<file path="config.mk">
export PLATFORM = sky130hd
export DESIGN_NAME = exe_iter_divider
export DESIGN_NICKNAME = d
export VERILOG_FILES = /design/src/rtl/exe_iter_divider.sv
export SDC_FILE = /design/constraint.sdc
export NUM_CORES = 1
export LEC_CHECK = 0
export BUFFER_PORTS_ARGS = -buffer_cell sky130_fd_sc_hd__buf_2
export CAP_MARGIN = 10
export CORE_ASPECT_RATIO = 2
export CORE_MARGIN = 2
export CORE_UTILIZATION = 50
export DETAILED_ROUTE_END_ITERATION = 8
export PLACE_DENSITY = 0.7
export SYNTH_ARGS = -nofsm -noshare
export SYNTH_HDL_FRONTEND = slang
export SYNTH_SLANG_ARGS = --single-unit
</file>
<file path="constraint.sdc">
create_clock -name clk -period 5.2 [get_ports clk]
set_input_delay 0.52 -clock clk [delete_from_list [all_inputs] [get_ports clk]]
set_output_delay 0.52 -clock clk [all_outputs]
set_load 0.02 [all_outputs]
</file>
<file path="src/rtl/exe_iter_divider.sv">
// Radix-2 restoring divider for div.w/mod.w/div.wu/mod.wu with tag passthrough and flush.
// Optional DIV_EARLY_OUT_EN: skip iteration when the quotient is trivially zero or divisor is zero.
module exe_iter_divider #(
  parameter int WIDTH = 32,
  parameter int TAG_W = 5
) (
  input  logic             clk,
  input  logic             reset,
  input  logic             flush,
  input  logic             in_valid,
  output logic             in_ready,
  input  logic             in_signed,
  input  logic [WIDTH-1:0] in_dividend,
  input  logic [WIDTH-1:0] in_divisor,
  input  logic [TAG_W-1:0] in_tag,
  output logic             out_valid,
  input  logic             out_ready,
  output logic [WIDTH-1:0] out_quot,
  output logic [WIDTH-1:0] out_rem,
  output logic [TAG_W-1:0] out_tag,
  output logic             busy
);

  localparam int CNT_W = $clog2(WIDTH + 1);

  localparam logic [1:0] S_IDLE = 2'd0;
  localparam logic [1:0] S_CALC = 2'd1;
  localparam logic [1:0] S_DONE = 2'd2;

  logic [1:0]       state_q, state_d;
  logic [CNT_W-1:0] cnt_q, cnt_d;
  // dq_q starts as |dividend| and fills with quotient bits from the bottom as it shifts.
  logic [WIDTH-1:0] dq_q, dq_d;
  logic [WIDTH-1:0] dsr_q, dsr_d;
  logic [WIDTH-1:0] rem_q, rem_d;
  logic [WIDTH-1:0] orig_q, orig_d;
  logic             quot_neg_q, quot_neg_d;
  logic             rem_neg_q, rem_neg_d;
  logic             div0_q, div0_d;
  logic [WIDTH-1:0] out_quot_q, out_quot_d;
  logic [WIDTH-1:0] out_rem_q, out_rem_d;
  logic [TAG_W-1:0] out_tag_q, out_tag_d;

  logic             sign_a, sign_b, accept, div0_in;
  logic [WIDTH-1:0] abs_a, abs_b;
  logic [WIDTH:0]   shifted;
  logic             no_borrow;
  logic [WIDTH-1:0] diff, rem_step, quo_step, quot_fix, rem_fix;

  assign in_ready  = (state_q == S_IDLE);
  assign out_valid = (state_q == S_DONE);
  assign busy      = (state_q != S_IDLE);
  assign out_quot  = out_quot_q;
  assign out_rem   = out_rem_q;
  assign out_tag   = out_tag_q;

  assign sign_a  = in_signed & in_dividend[WIDTH-1];
  assign sign_b  = in_signed & in_divisor[WIDTH-1];
  assign abs_a   = sign_a ? ('0 - in_dividend) : in_dividend;
  assign abs_b   = sign_b ? ('0 - in_divisor) : in_divisor;
  assign div0_in = (in_divisor == '0);
  assign accept  = in_valid & in_ready & ~flush;

  // Compare on the WIDTH+1-bit partial remainder; when it fits, the true difference
  // is below the divisor, so the WIDTH-bit modular subtraction is exact.
  assign shifted   = {rem_q, dq_q[WIDTH-1]};
  assign no_borrow = (shifted >= {1'b0, dsr_q});
  assign diff      = shifted[WIDTH-1:0] - dsr_q;
  assign rem_step  = no_borrow ? diff : shifted[WIDTH-1:0];
  assign quo_step  = {dq_q[WIDTH-2:0], no_borrow};

  assign quot_fix = div0_q ? '1 : (quot_neg_q ? ('0 - quo_step) : quo_step);
  assign rem_fix  = div0_q ? orig_q : (rem_neg_q ? ('0 - rem_step) : rem_step);

  // NOTE: every next-state signal gets a default first so no path leaves it unassigned (no latches).
  always_comb begin
    state_d    = state_q;
    cnt_d      = cnt_q;
    dq_d       = dq_q;
    dsr_d      = dsr_q;
    rem_d      = rem_q;
    orig_d     = orig_q;
    quot_neg_d = quot_neg_q;
    rem_neg_d  = rem_neg_q;
    div0_d     = div0_q;
    out_quot_d = out_quot_q;
    out_rem_d  = out_rem_q;
    out_tag_d  = out_tag_q;

    case (state_q)
      S_IDLE: begin
        if (accept) begin
          dq_d       = abs_a;
          dsr_d      = abs_b;
          rem_d      = '0;
          orig_d     = in_dividend;
          quot_neg_d = sign_a ^ sign_b;
          rem_neg_d  = sign_a;
          div0_d     = div0_in;
          out_tag_d  = in_tag;
          cnt_d      = CNT_W'(WIDTH);
          state_d    = S_CALC;
`ifdef DIV_EARLY_OUT_EN
          if (div0_in || (abs_a < abs_b)) begin
            out_quot_d = div0_in ? '1 : '0;
            out_rem_d  = in_dividend;
            state_d    = S_DONE;
          end
`endif
        end
      end
      S_CALC: begin
        dq_d  = quo_step;
        rem_d = rem_step;
        cnt_d = cnt_q - CNT_W'(1);
        if (cnt_q == CNT_W'(1)) begin
          out_quot_d = quot_fix;
          out_rem_d  = rem_fix;
          state_d    = S_DONE;
        end
      end
      S_DONE: begin
        if (out_ready) state_d = S_IDLE;
      end
      default: state_d = S_IDLE;
    endcase

    if (flush) state_d = S_IDLE;
  end

  // NOTE: sequential state uses non-blocking assignments so all registers update together.
  always_ff @(posedge clk) begin
    if (reset) begin
      state_q    <= S_IDLE;
      cnt_q      <= '0;
      dq_q       <= '0;
      dsr_q      <= '0;
      rem_q      <= '0;
      orig_q     <= '0;
      quot_neg_q <= 1'b0;
      rem_neg_q  <= 1'b0;
      div0_q     <= 1'b0;
      out_quot_q <= '0;
      out_rem_q  <= '0;
      out_tag_q  <= '0;
    end else begin
      state_q    <= state_d;
      cnt_q      <= cnt_d;
      dq_q       <= dq_d;
      dsr_q      <= dsr_d;
      rem_q      <= rem_d;
      orig_q     <= orig_d;
      quot_neg_q <= quot_neg_d;
      rem_neg_q  <= rem_neg_d;
      div0_q     <= div0_d;
      out_quot_q <= out_quot_d;
      out_rem_q  <= out_rem_d;
      out_tag_q  <= out_tag_d;
    end
  end

endmodule

</file>
==> impl_metrics.csv, run 1 <==
group,metric,value,unit
logic_synthesis,synth_cells,1747,
global_route,track_usage,33.2,%
global_route,antenna_found_initial,0,
place,placed_area,14000,um^2
global_route,grt_pass1_wl,72.0,mm
detailed_routing,viasPerCell,6.16,
timing,fin_ws,0.321,ns
floorplan,die_x,118,um
power,p_seq_share,39.3,%
timing,fmax,0.205,GHz
timing,worst_pin_slew,0.989,ns
timing,grt_setup_unrepaired,"false",
clock_tree,root_buffer,"clkbuf_16",
timing,hold_viol_final,0,
place,hpwl,36.3,mm
logic_synthesis,synth_top_cell_by_area,"dfxtp_1",
layout,fin_nets,1939,
global_route,overflow,0,
logic_synthesis,ys_types,77,
floorplan,pin_count,147,
logic_synthesis,yosys-top-cells-area,"dfxtp_1 32%, a21oi_1 7.1%, nand2_1 6.7%",
layout,fin_util,57.6,%
logic_synthesis,synth_area,13100,um^2
logic_synthesis,synth_edf_count,0,
setup_path,crit_path_cell_trace,"ha_1, nand2_1, nor3b_1, o21ai_0, a21oi_1, o21ai_4, nand2_2, mux2i_1, ha_1, and3_1, a21boi_1, a21o_1, and4_1, nand4_1, mux2i_1, o41ai_1",
floorplan,start_util,50.9,%
setup_path,path_delay_family,"compound AO/OA/AOI/OAI gates",
logic_synthesis,synthArstFlopShare,0,%
timing,period_needed,4.88,ns
place,post-place-ws,0.137,ns
timing,min_period_over_period,93.8,%
layout,design_area,14800,um^2
timing,final-setup-viol-count,0,
layout,fill_cells,2556,
timing,fin_setup_tns,0,ns
setup_path,critPathCaptureType,"flop",
setup_path,critPathKind,"flop to flop",
clock_tree,clk_pin_slew_worst_paths,0.07,ns
clock_tree,clk_latency,0.53,ns
setup_path,cp.required,5.62,ns
timing,clock-skew-final,0.0187,ns
detailed_routing,firstDrtPassIters,5,
logic_synthesis,yosysMostFrequentCell,"nand2_1",
layout,syn_to_final_growth,13.2,%
place,portBuffers,146,
setup_path,start_kind,"flop",
clock_tree,cts_tree,"yes",
layout,num_antenna_cells,0,
power,p_sw_share,30.2,%
layout,multiInputGateArea,8310,um^2
power,clkPwrFrac,40.6,%
layout,final-seq-area,4160,um^2
worst_hold_path,min_delay_path_depth,2,
global_route,grt_pass1_vias,13100,
clock_tree,clockBufferDepth,3,
timing,drv_slew,0,
job,drv_cap,0,
logic_synthesis,synth_ff_type,"dfxtp_1",
layout,instances_no_fill,2179,
floorplan,die-area,27600,um^2
place,place_congestion,0.938,
logic_synthesis,yosysWarnings,0,
detailed_routing,drt_iter0_drc,847,
floorplan,rows,83,
setup_path,crit_slowest_cell,"ha_1",
power,p_sw,1.30,mW
logic_synthesis,avgSynthCellArea,7.50,um^2
detailed_routing,finalWirelength,47.0,mm
power,power,4.30,mW
power,power_leakage,5.82,nW
status,status,"complete, no violations",
clock_tree,htreeDepth,1,
detailed_routing,ant_nets,0,
floorplan,die_h,233,um
logic_synthesis,synth_commonest_cells,"235 x nand2_1, 208 x dfxtp_1, 189 x nor2_1",
place,dp_cells,2143,
setup_path,critical-path-max-stage-delay,0.54,ns
layout,drive_gt1_share,13.3,%
worst_hold_path,min_path_type,"input pin to flop",
setup_path,rr_worst_depth,16,
logic_synthesis,yosysSeqAreaShare,31.8,%
timing,relSlewSlack,34.0,%
logic_synthesis,ys_ff_latch,208,
setup_path,path_buf_inv,0,
logic_synthesis,synth_top_area_share,31.8,%
detailed_routing,route.detailed.drc,0,
detailed_routing,num_vias,13400,
detailed_routing,wire_per_inst,21.6,um
clock_tree,cts_buffers,20,
power,pwr_density_cell,290,nW/um^2
power,ir_worst_vdd,251,uV
clock_tree,cts.sinks,208,
setup_path,worst-path-stages,16,
clock_tree,hold_buffers,0,
timing,whs,0.226,ns
power,comb_power_share,20.1,%
logic_synthesis,syn_nets,1861,
floorplan,core,25800,um^2
power,internal_power,3.00,mW
global_route,grt_max_degree,71,
setup_path,path_max_fanout,10,
setup_path,critPathArrivalTime,5.30,ns
## power by group through the flow
stage	combinational [mW]	sequential (mW)	clock, mW
CTS	0.852	1.69	1.76
floorplan	0.579	1.71	0
global route	0.935	1.69	1.82
detailed placement	0.849	1.72	0
finish	0.866	1.69	1.75
global placement	0.844	1.72	0
## cells in the final DEF (no fill, tap or decap), drive strengths merged, types with 13 or more instances in the layout
master  Yosys  final
xor2       65     65
a31oi      43     43
nand2b     13     13
nand2     236    236
o41ai      20     20
a211oi     37     37
ha         38     38
clkbuf    104     26
nor4       24     24
or3        21     21
dfxtp     208    208
nand4      13     13
o211ai     18     18
a22oi      29     29
buf        17    177
a311oi     24     24
o21ai      99     99
nand3      37     37
a21oi     187    187
xnor2      61     61
nor2      189    189
nor3       33     33
and3       16     16
o31ai      14     14
inv        49     50
mux2i      26     26
## metal layers
| layer | share of wire [%] | GRT usage (%) | up-vias |
|---|---|---|---|
| met1 | 33 | 30.7 | 6344 |
| li1 | - | - | 6456 |
| met4 | 9.7 | 27.8 | 0 |
| met5 | 0 | 0 | - |
| met3 | 3.7 | 2.92 | 178 |
| met2 | 53 | 64.4 | 445 |
## path summary, 6_finish.rpt
kind	startpoint	endpoint	slack (ns)
min reg2reg	out_tag[2]	out_tag[2]	0.45
max reg2reg	rem_q[4]	out_rem[28]	0.32
min	flush	state_q[1]	0.23
max	rem_q[4]	out_rem[28]	0.32
## worst register-to-register path, cell delays in order, from the launching register on
cell	delay [ns]
dfxtp_1	0.37
ha_1	0.54
nand2_1	0.24
nor3b_1	0.25
o21ai_0	0.26
a21oi_1	0.43
o21ai_4	0.16
nand2_2	0.21
mux2i_1	0.35
ha_1	0.28
and3_1	0.22
a21boi_1	0.43
a21o_1	0.25
and4_1	0.21
nand4_1	0.13
mux2i_1	0.15
o41ai_1	0.30
## layout make-up
| cell class | instances | area share, % |
|---|---|---|
| multi-input combinational | 1367 | 56.0 |
| sequential | 208 | 28.1 |
| timing repair buffer | 177 | 6.51 |
| clock buffer | 26 | 4.01 |
| tap | 340 | 2.87 |
| inverter | 51 | 1.29 |
| clock inverter | 10 | 1.25 |
## flip-flops by register name, indices dropped and copies added, names as in the netlist
| name | flops |
|---|---|
| cnt_q | 6 |
| quot_neg_q | 1 |
| orig_q | 32 |
| out_quot | 32 |
| state_q | 2 |
| out_tag | 5 |
| rem_neg_q | 1 |
| dq_q | 32 |
| out_rem | 32 |
| dsr_q | 32 |
| rem_q | 32 |
| div0_q | 1 |
## timing repair
action,4_1_cts,5_1_grt
buffers inserted,0,0
endpoints found under the hold margin,0,0
gates resized for setup,0,3
setup endpoints to repair,0,11
## logic make-up after synthesis
kind of cell	Yosys count	share of synthesized area, %
simple gates	630	21.9
compound gates	541	26.5
flops	208	31.8
buf+inv	172	5.17
xor+xnor	126	8.42
fa+ha+maj	39	3.78
mux	31	2.42
No activity file was read; power rests on OpenSTA's default activity.
==> inputs of run 2 (changes only) <==
--- a/config.mk
+++ b/config.mk
@@ -5,13 +5,14 @@
 export SDC_FILE = /design/constraint.sdc
 export NUM_CORES = 1
 export LEC_CHECK = 0
+export ABC_AREA = 1
 export BUFFER_PORTS_ARGS = -buffer_cell sky130_fd_sc_hd__buf_2
 export CAP_MARGIN = 10
 export CORE_ASPECT_RATIO = 2
 export CORE_MARGIN = 2
-export CORE_UTILIZATION = 50
+export CORE_UTILIZATION = 55
 export DETAILED_ROUTE_END_ITERATION = 8
-export PLACE_DENSITY = 0.7
+export PLACE_DENSITY = 0.75
 export SYNTH_ARGS = -nofsm -noshare
 export SYNTH_HDL_FRONTEND = slang
 export SYNTH_SLANG_ARGS = --single-unit
==> run 2 against run 1 <==
  * Synthesized area up 6.3%
  * Sequential power about the same
  * Die area decreased by 3.3%
  * Sequential cell count unchanged
  * Core utilization up 4.8 points
  * Maximum frequency rose by 3.0%
  * Synthesized cell count up 29%
  * Global-route usage up 9.2 points
  * Largest cell class unchanged
  * Largest power group is now sequential cells
==> impl_metrics.csv, run 2 <==
group,metric,value,unit
status,status,"complete, no violations",
place,hpwl,41.0,mm
place,place_congestion,1.08,
logic_synthesis,syn_nets,2363,
clock_tree,cts.sinks,208,
logic_synthesis,synth_top_cell_by_area,"dfxtp_1",
worst_hold_path,min_path_type,"input pin to flop",
logic_synthesis,synth_commonest_cells,"607 x nand2_1, 317 x inv_1, 208 x dfxtp_1",
timing,fin_ws,0.465,ns
global_route,track_usage,42.5,%
timing,period_needed,4.74,ns
layout,syn_to_final_growth,12.1,%
worst_hold_path,hold_path_startpoint,"in_tag[2]",
setup_path,critPathArrivalTime,5.14,ns
clock_tree,clk_pin_slew_worst_paths,0.06,ns
power,ir_worst_vdd,332,uV
place,dp_cells,2654,
clock_tree,cts_resized,0,
logic_synthesis,synth_ff_type,"dfxtp_1",
layout,design_area,15600,um^2
floorplan,pin_count,147,
floorplan,core,25000,um^2
power,power,4.40,mW
global_route,grt_max_degree,104,
clock_tree,postCtsSetupBuffers,0,
logic_synthesis,synthArstFlopShare,0,%
detailed_routing,wire_per_inst,20.8,um
setup_path,r2r_start,"dsr_q[23]",
setup_path,crit_path_start,"dsr_q[23]",
layout,instances_no_fill,2693,
clock_tree,cts_tree,"yes",
detailed_routing,viasPerCell,5.72,
setup_path,critPathKind,"flop to flop",
logic_synthesis,ys_ff_latch,208,
timing,grt_setup_unrepaired,"false",
global_route,antenna_found_initial,2,
place,placed_area,14900,um^2
timing,drv_slew,0,
clock_tree,clk_latency,0.54,ns
timing,final-setup-viol-count,0,
detailed_routing,route.detailed.drc,0,
logic_synthesis,synth_area,13900,um^2
floorplan,rows,82,
setup_path,start_kind,"flop",
logic_synthesis,yosysSeqAreaShare,29.9,%
timing,relSlewSlack,24.2,%
layout,drive_gt1_share,12.2,%
detailed_routing,firstDrtPassIters,6,
place,post-place-ws,0.694,ns
logic_synthesis,ys_types,49,
floorplan,die-area,26700,um^2
clock_tree,hold_buffers,0,
clock_tree,root_buffer,"clkbuf_16",
detailed_routing,ant_nets,0,
power,pwr_density_cell,282,nW/um^2
clock_tree,htreeDepth,1,
logic_synthesis,avgSynthCellArea,6.20,um^2
layout,fin_util,62.4,%
layout,layout_commonest_cell,"nand2_1",
logic_synthesis,synth_top_area_share,29.9,%
global_route,overflow,0,
layout,num_antenna_cells,0,
clock_tree,cts_buffers,22,
timing,worst_pin_slew,1.13,ns
layout,fin_nets,2456,
logic_synthesis,yosys-top-cells-area,"dfxtp_1 30%, nand2_1 16%, inv_1 8.5%",
global_route,grt_pass1_wl,85.0,mm
place,portBuffers,146,
logic_synthesis,synth_edf_count,0,
floorplan,die_h,229,um
detailed_routing,drt_iter0_drc,1186,
setup_path,path_max_fanout,7,
timing,fin_setup_tns,0,ns
timing,clock-skew-final,0.0296,ns
floorplan,start_util,55.7,%
logic_synthesis,yosysWarnings,0,
logic_synthesis,yosysMostFrequentCell,"nand2_1",
detailed_routing,num_vias,15400,
logic_synthesis,synth_cells,2249,
setup_path,cp.required,5.61,ns
floorplan,die_x,117,um
job,drv_cap,0,
power,power_leakage,7.87,nW
setup_path,critPathCaptureType,"flop",
timing,hold_viol_final,0,
timing,fmax,0.211,GHz
layout,layout_common_cells,"607 x nand2_1, 316 x inv_1, 208 x dfxtp_1",
clock_tree,clockBufferDepth,3,
global_route,grt_pass1_vias,15100,
timing,min_period_over_period,91.1,%
timing,whs,0.237,ns
detailed_routing,finalWirelength,56.1,mm
run 2: changes by cell type in the layout (fill, tap and decap cells not counted), sizes merged, moves of 18 or more:
| cell | change |
|---|---|
| a22oi | -28 |
| a31oi | -24 |
| nand2 | +397 |
| nor2 | +31 |
| mux2i | -26 |
| o221ai | +31 |
| xnor2 | -49 |
| a311oi | -23 |
| nand3 | +94 |
| nor4 | -18 |
| o21ai | +49 |
| or3 | -21 |
| a211oi | -31 |
| inv | +288 |
run 2: per-layer routing:
layer	vias up	global-route usage [%]	part of all wire (%)
met4	2	40.2	12
met3	294	11.3	7.7
met2	697	70.9	48
met1	6997	40.6	32
li1	7426	-	-
met5	-	0	0.023
run 2: final timing paths:
| path | cells past startpoint | slack [ns] | end |
|---|---|---|---|
| min reg2reg | 2 | 0.46 | orig_q[1] |
| max reg2reg | 26 | 0.46 | out_quot[30] |
| min | 3 | 0.24 | out_tag[2] |
| max | 26 | 0.46 | out_quot[30] |
run 2: kinds of logic (layout without fill, tap and decap cells):
group                      count (synthesis)  after routing  synth area share (%)
AOI/OAI and AO/OA                        436            436                  17.9
DFF                                      208            208                  29.9
and+or+nand+nor                         1061           1061                  32.2
adders and majority gates                 39             39                  3.56
buffers and inverters                    433            541                  11.9
xor gates and xnor gates                  72             72                  4.52
run 2: layout make-up:
| cell class | instances | area, um^2 |
|---|---|---|
| fill | 2510 | 9420 |
| clock inverter | 9 | 91.3 |
| tap | 336 | 420 |
| timing repair buffer | 164 | 868 |
| multi-input combinational | 1608 | 8140 |
| inverter | 338 | 1270 |
| sequential | 208 | 4160 |
| clock buffer | 30 | 662 |
run 2: where the power goes:
part | internal, mW | switching [mW]
Sequential | 1.65 | 0.0416
Combinational | 0.298 | 0.751
Clock | 0.948 | 0.708
Total | 2.90 | 1.50
run 2: worst max-delay path, stage by stage, from the launching register on:
cell and delay, ns:
dfxtp_1 0.32, inv_1 0.29, ha_1 0.36, nand2_2 0.11, inv_2 0.04, a21oi_2 0.21
nand2_1 0.12, nand2_1 0.08, nand3_2 0.08, nor2_4 0.11, nand2_2 0.08, inv_4 0.14
ha_1 0.19, nand2_1 0.07, nor3_1 0.24, nand3_1 0.18, nor3_1 0.37, nand3_1 0.22
nor2_1 0.20, nand2_1 0.15, nand2_1 0.11, o21ai_0 0.14, a21oi_1 0.24, o21ai_0 0.14
xor2_1 0.18, o221ai_1 0.15, inv_1 0.05
